===== config.mk =====
export PLATFORM = sky130hd
export DESIGN_NAME = dma_copy_master
export DESIGN_NICKNAME = d
export VERILOG_FILES = /design/src/rtl/dma_copy_master_pkg.sv /design/src/rtl/dma_copy_master.sv
export SDC_FILE = /design/constraint.sdc
export NUM_CORES = 1
export LEC_CHECK = 0
export BUFFER_PORTS_ARGS = -buffer_cell sky130_fd_sc_hd__buf_2
export CAP_MARGIN = 10
export CORE_UTILIZATION = 50
export DETAILED_ROUTE_END_ITERATION = 12
export GPL_ROUTABILITY_DRIVEN = 1
export PLACE_DENSITY = 0.77
export REMOVE_ABC_BUFFERS = 1
export SKIP_CTS_REPAIR_TIMING = 1
export SLEW_MARGIN = 10
export SYNTH_ARGS = -nofsm -noshare
export SYNTH_HDL_FRONTEND = slang
export SYNTH_SLANG_ARGS = --single-unit

===== constraint.sdc =====
create_clock -name clk -period 2.82 [get_ports clk]
set_input_delay 0.564 -clock clk [delete_from_list [all_inputs] [get_ports clk]]
set_output_delay 0.564 -clock clk [all_outputs]
set_load 0.1 [all_outputs]

===== src/rtl/dma_copy_master_pkg.sv =====
// Shared definitions for the DMA copy master.
//   - state_e    : controller state encoding (IDLE/RD/WR/FIN)
//   - BUS_W      : data/address bus width
//   - WORD_BYTES : byte stride between consecutive 32-bit words
package dma_copy_master_pkg;

  localparam int BUS_W      = 32;
  localparam int WORD_BYTES = 4;

  typedef enum logic [1:0] {
    ST_IDLE = 2'd0,
    ST_RD   = 2'd1,
    ST_WR   = 2'd2,
    ST_FIN  = 2'd3
  } state_e;

endpackage


===== src/rtl/dma_copy_master.sv =====
// DMA copy master: copies len 32-bit words from src_addr to dst_addr over the
// shared single-port data bus. Ownership is requested with bus_req and each
// bus cycle only takes effect when the arbiter returns bus_gnt. Each word
// costs one granted read cycle followed by one granted write cycle.
//
// Ports:
//   clk, rst            clock (rising edge), asynchronous active-low reset
//   start, abort        begin a copy (IDLE only) / cancel an active copy
//   src_addr, dst_addr  word-aligned byte addresses (bits [1:0] ignored)
//   len                 number of words to copy
//   bus_req, bus_gnt    ownership handshake with the external arbiter
//   bus_we, bus_addr,
//   bus_wd, bus_rd      data bus toward the decoder / read mux
//   busy, done          status: active, one-cycle completion pulse
//   words_left          remaining word count
module dma_copy_master
  import dma_copy_master_pkg::*;
#(
  parameter int LEN_W = 16
) (
  input  logic             clk,
  input  logic             rst,
  input  logic             start,
  input  logic             abort,
  input  logic [BUS_W-1:0] src_addr,
  input  logic [BUS_W-1:0] dst_addr,
  input  logic [LEN_W-1:0] len,
  output logic             bus_req,
  input  logic             bus_gnt,
  output logic             bus_we,
  output logic [BUS_W-1:0] bus_addr,
  output logic [BUS_W-1:0] bus_wd,
  input  logic [BUS_W-1:0] bus_rd,
  output logic             busy,
  output logic             done,
  output logic [LEN_W-1:0] words_left
);

  localparam logic [BUS_W-1:0] ALIGN_MASK = ~(BUS_W'(WORD_BYTES) - BUS_W'(1));
  localparam logic [BUS_W-1:0] STRIDE     = BUS_W'(WORD_BYTES);

  state_e           state_q, state_d;
  logic [BUS_W-1:0] src_q, src_d;
  logic [BUS_W-1:0] dst_q, dst_d;
  logic [BUS_W-1:0] data_q, data_d;
  logic [LEN_W-1:0] left_q, left_d;

  // Next-state and register update logic.
  always_comb begin
    // NOTE: every signal gets a default before the case so no path leaves it
    // unassigned; otherwise synthesis infers a latch to hold the old value.
    state_d = state_q;
    src_d   = src_q;
    dst_d   = dst_q;
    data_d  = data_q;
    left_d  = left_q;

    unique case (state_q)
      ST_IDLE: begin
        // abort is deliberately not looked at here, so start wins over abort.
        if (start) begin
          src_d   = src_addr & ALIGN_MASK;
          dst_d   = dst_addr & ALIGN_MASK;
          left_d  = len;
          state_d = (len == '0) ? ST_FIN : ST_RD;
        end
      end
      ST_RD: begin
        if (abort) begin
          state_d = ST_IDLE;
        end else if (bus_gnt) begin
          data_d  = bus_rd;
          src_d   = src_q + STRIDE;
          state_d = ST_WR;
        end
      end
      ST_WR: begin
        // On abort the write is dropped and words_left is left untouched so
        // software can see how far the copy got.
        if (abort) begin
          state_d = ST_IDLE;
        end else if (bus_gnt) begin
          dst_d   = dst_q + STRIDE;
          left_d  = left_q - LEN_W'(1);
          state_d = (left_q == LEN_W'(1)) ? ST_FIN : ST_RD;
        end
      end
      ST_FIN: begin
        state_d = ST_IDLE;
      end
      default: begin
        state_d = ST_IDLE;
      end
    endcase
  end

  // Bus and status outputs. Address and write data stay 0 outside RD/WR so
  // the CPU side of the shared decoder never sees stale DMA values.
  always_comb begin
    bus_req  = 1'b0;
    bus_we   = 1'b0;
    bus_addr = '0;
    bus_wd   = '0;
    done     = 1'b0;

    unique case (state_q)
      ST_RD: begin
        bus_req  = 1'b1;
        bus_addr = src_q;
      end
      ST_WR: begin
        bus_req  = 1'b1;
        bus_addr = dst_q;
        bus_wd   = data_q;
        bus_we   = bus_gnt & ~abort;
      end
      ST_FIN: begin
        done = 1'b1;
      end
      default: begin
      end
    endcase
  end

  assign busy       = (state_q != ST_IDLE);
  assign words_left = left_q;

  // NOTE: state registers use non-blocking assignments so every flop samples
  // its _d value from before the edge, independent of process ordering.
  always_ff @(posedge clk or negedge rst) begin
    if (!rst) begin
      state_q <= ST_IDLE;
      src_q   <= '0;
      dst_q   <= '0;
      data_q  <= '0;
      left_q  <= '0;
    end else begin
      state_q <= state_d;
      src_q   <= src_d;
      dst_q   <= dst_d;
      data_q  <= data_d;
      left_q  <= left_d;
    end
  end

endmodule

==> results.py <==
metrics = {
    "floorplan": {
        "fp.dieW_microns": 123,
        "fp.dieH_microns": 123,
        "dieArea_sq_um": 15200,
        "num_io_pins": 201,
        "num_rows": 43,
        "start_util": 0.522,
        "fp.coreArea_sq_um": 14100,
    },
    "synthesis": {
        "synth_seq_area_share": 0.374,
        "yosys.area.top_type": "dfrtp_1",
        "syn_inst": 840,
        "yosys.area.top_type_share": 0.374,
        "postSynthAreaPerCell_sq_um": 8.76,
        "synthArstFlopShare": 1.00,
        "synth_area_sq_um": 7360,
        "synth-seq-cells": 110,
        "synth_edf_count": 0,
        "yosys-top-cells-area": "dfrtp_1 37%, mux2_2 4.9%, nand2_1 3.8%",
        "ys_warn_count": 0,
        "ys_types": 68,
        "synth_top_flop_cell": "dfrtp_1",
    },
    "global_routing": {
        "antenna_found_initial": 3,
        "grt-ovfl-total": 0,
        "grt_max_degree": 55,
        "grt_use_total": 0.300,
        "grt_pass1_wl_microns": 35300,
        "grt_pass1_vias": 6878,
    },
    "timing": {
        "hold_viol": 0,
        "max_freq_mhz": 364,
        "fin_worst_skew_ns": 0.00872,
        "timing.slew.headroom": 0.601,
        "fin_setup_tns_ns": 0,
        "slew_violations": 0,
        "period_minus_slack_ns": 2.74,
        "fin_crit_sh": 0.973,
        "finalSetupViolations": 0,
        "holdWs_ns": 0.198,
        "worst_pin_slew_ns": 0.597,
        "fin_ws_ns": 0.0755,
    },
    "detailed_routing": {
        "drt_iter0_markers": 694,
        "vias": 7544,
        "vias_per_cell": 6.32,
        "drtPass1Iterations": 5,
        "drtAntennaViolNets": 0,
        "wire_per_inst_microns": 18.7,
        "drt_wl_total_microns": 22300,
        "drc_errors": 0,
    },
    "cts": {
        "clock_insertion_delay_worst_skew_ns": 0.36,
        "cts_tree": "yes",
        "clock_sinks": 110,
        "clockBufferDepth": 2,
        "clk_root_buffer_cell": "clkbuf_16",
        "htreeDepth": 3,
        "clk_pin_slew_ns": 0.08,
        "cts_buffers": 9,
    },
    "setup_path": {
        "crit_type": "register to primary output",
        "crit_arrival_ns": 2.18,
        "cp-start-kind": "register",
        "rr_endpoint": "dst_q[31]",
        "crit_fanout": 54,
        "end_kind": "primary output",
        "ff2ff_path_depth": 6,
        "reg2reg_from": "state_q[0]",
        "r2r_slack_ns": 0.31,
        "worst_ep_required_time_ns": 2.26,
    },
    "layout": {
        "final_cells": 1193,
        "nets": 1132,
        "fillers": 1120,
        "layout-drive-gt1-share": 0.293,
        "area_delta_synth_final_pct": 31.7,
    },
    "outcome": {
        "status": "finished clean",
    },
    "place": {
        "post-place-ws_ns": 0.365,
        "hpwlAfterDp_microns": 16200,
        "place_inst": 1176,
        "io_buffers": 194,
        "place_congestion": 0.904,
    },
    "min_path": {
        "hold_class": "input port to async pin",
    },
    "job": {
        "cap_violations": 0,
    },
}
[placed cells by master (no fill, tap or decap), types with 14 or more instances in the layout]
| cell type | n |
|---|---|
| or4_1 | 15 |
| and2_1 | 38 |
| nand4_1 | 23 |
| o21ai_0 | 32 |
| buf_4 | 32 |
| a21oi_1 | 56 |
| dfrtp_1 | 110 |
| nor2_1 | 21 |
| mux2_2 | 32 |
| o311ai_0 | 14 |
| buf_12 | 55 |
| and4_1 | 19 |
| a22oi_1 | 27 |
| inv_1 | 21 |
| nor2b_1 | 25 |
| nor4_1 | 17 |
| nand3_1 | 32 |
| nand2_1 | 75 |
| buf_2 | 142 |
[critical path: stages (launching register included)]
cell,delay (ns)
dfrtp_1,0.42
inv_1,0.09
ha_2,0.31
buf_12,0.28
nand2_1,0.11
a21boi_0,0.34
buf_12,0.23
[cell usage after synthesis, types with 10 or more instances]
cell type    n
and4_1      19
a21oi_1     56
nor2_1      21
o211ai_1    10
a21boi_0    19
o21a_1      11
nand2_1     75
and2_1      38
or4_1       15
nand3_1     32
nor4b_1     13
a22oi_1     27
nor3_1      13
dfrtp_1    110
o21ai_0     32
clkbuf_1    62
nor2b_1     25
inv_1       21
nand4_1     23
o311ai_0    14
o22ai_1     12
nor4_1      17
mux2_2      32
[state kept, by name, summed over array words and instances (netlist names)]
| name | cells |
|---|---|
| data_q | 32 |
| dst_q | 30 |
| src_q | 30 |
| words_left | 16 |
| state_q | 2 |
[area by class of cell]
type                       instances  area (sq um)  share of cell area
antenna                            1          2.50            0.000258
clock buffer                       9           225              0.0232
clock inverter                     7           104              0.0107
inverter                          22          82.6             0.00852
multi-input combinational        633          4230               0.436
sequential                       110          2750               0.284
tap                              180           225              0.0232
timing repair buffer             231          2080               0.214
[metal layers]
metal  GRT usage  routed length, microns  up-vias
met3      0.0706                    1730       43
met1       0.387                    9230     3663
met4      0.0986                     487        2
met5           0                      13        -
li1            -                       -     3523
met2       0.494                   10800      313
[kinds of logic after synthesis]
kind of cell,count (synthesis),synth area share
AO/OA/AOI/OAI,247,0.229
adder cells (fa/ha/maj),8,0.0136
buffers and inverters,98,0.0549
flip-flops,110,0.374
multiplexers,41,0.0612
other,1,0.000509
AND/OR/NAND/NOR,335,0.267
[worst max-delay path by stage]
stage	end	from	depth (start not counted)
after CTS	bus_addr[13]	state_q[0]	6
after global placement	bus_addr[11]	state_q[0]	6
after global routing	bus_addr[11]	state_q[0]	6
final	bus_addr[15]	state_q[1]	6
after floorplan	dst_q[17]	state_q[0]	7
after detailed placement	bus_addr[13]	state_q[0]	6
[per-stage QoR]
step / utilization / instance area, sq um
2_1_floorplan: - / 7040
3_3_place_gp: 0.664 / 9350
3_5_place_dp: 0.664 / 9350
4_1_cts: 0.687 / 9680
5_1_grt: 0.688 / 9700
6_report: 0.688 / 9700
Power is left out: the tool's default activity adds up to more than one toggle a clock period on the data nets, which glitch-free logic cannot reach.
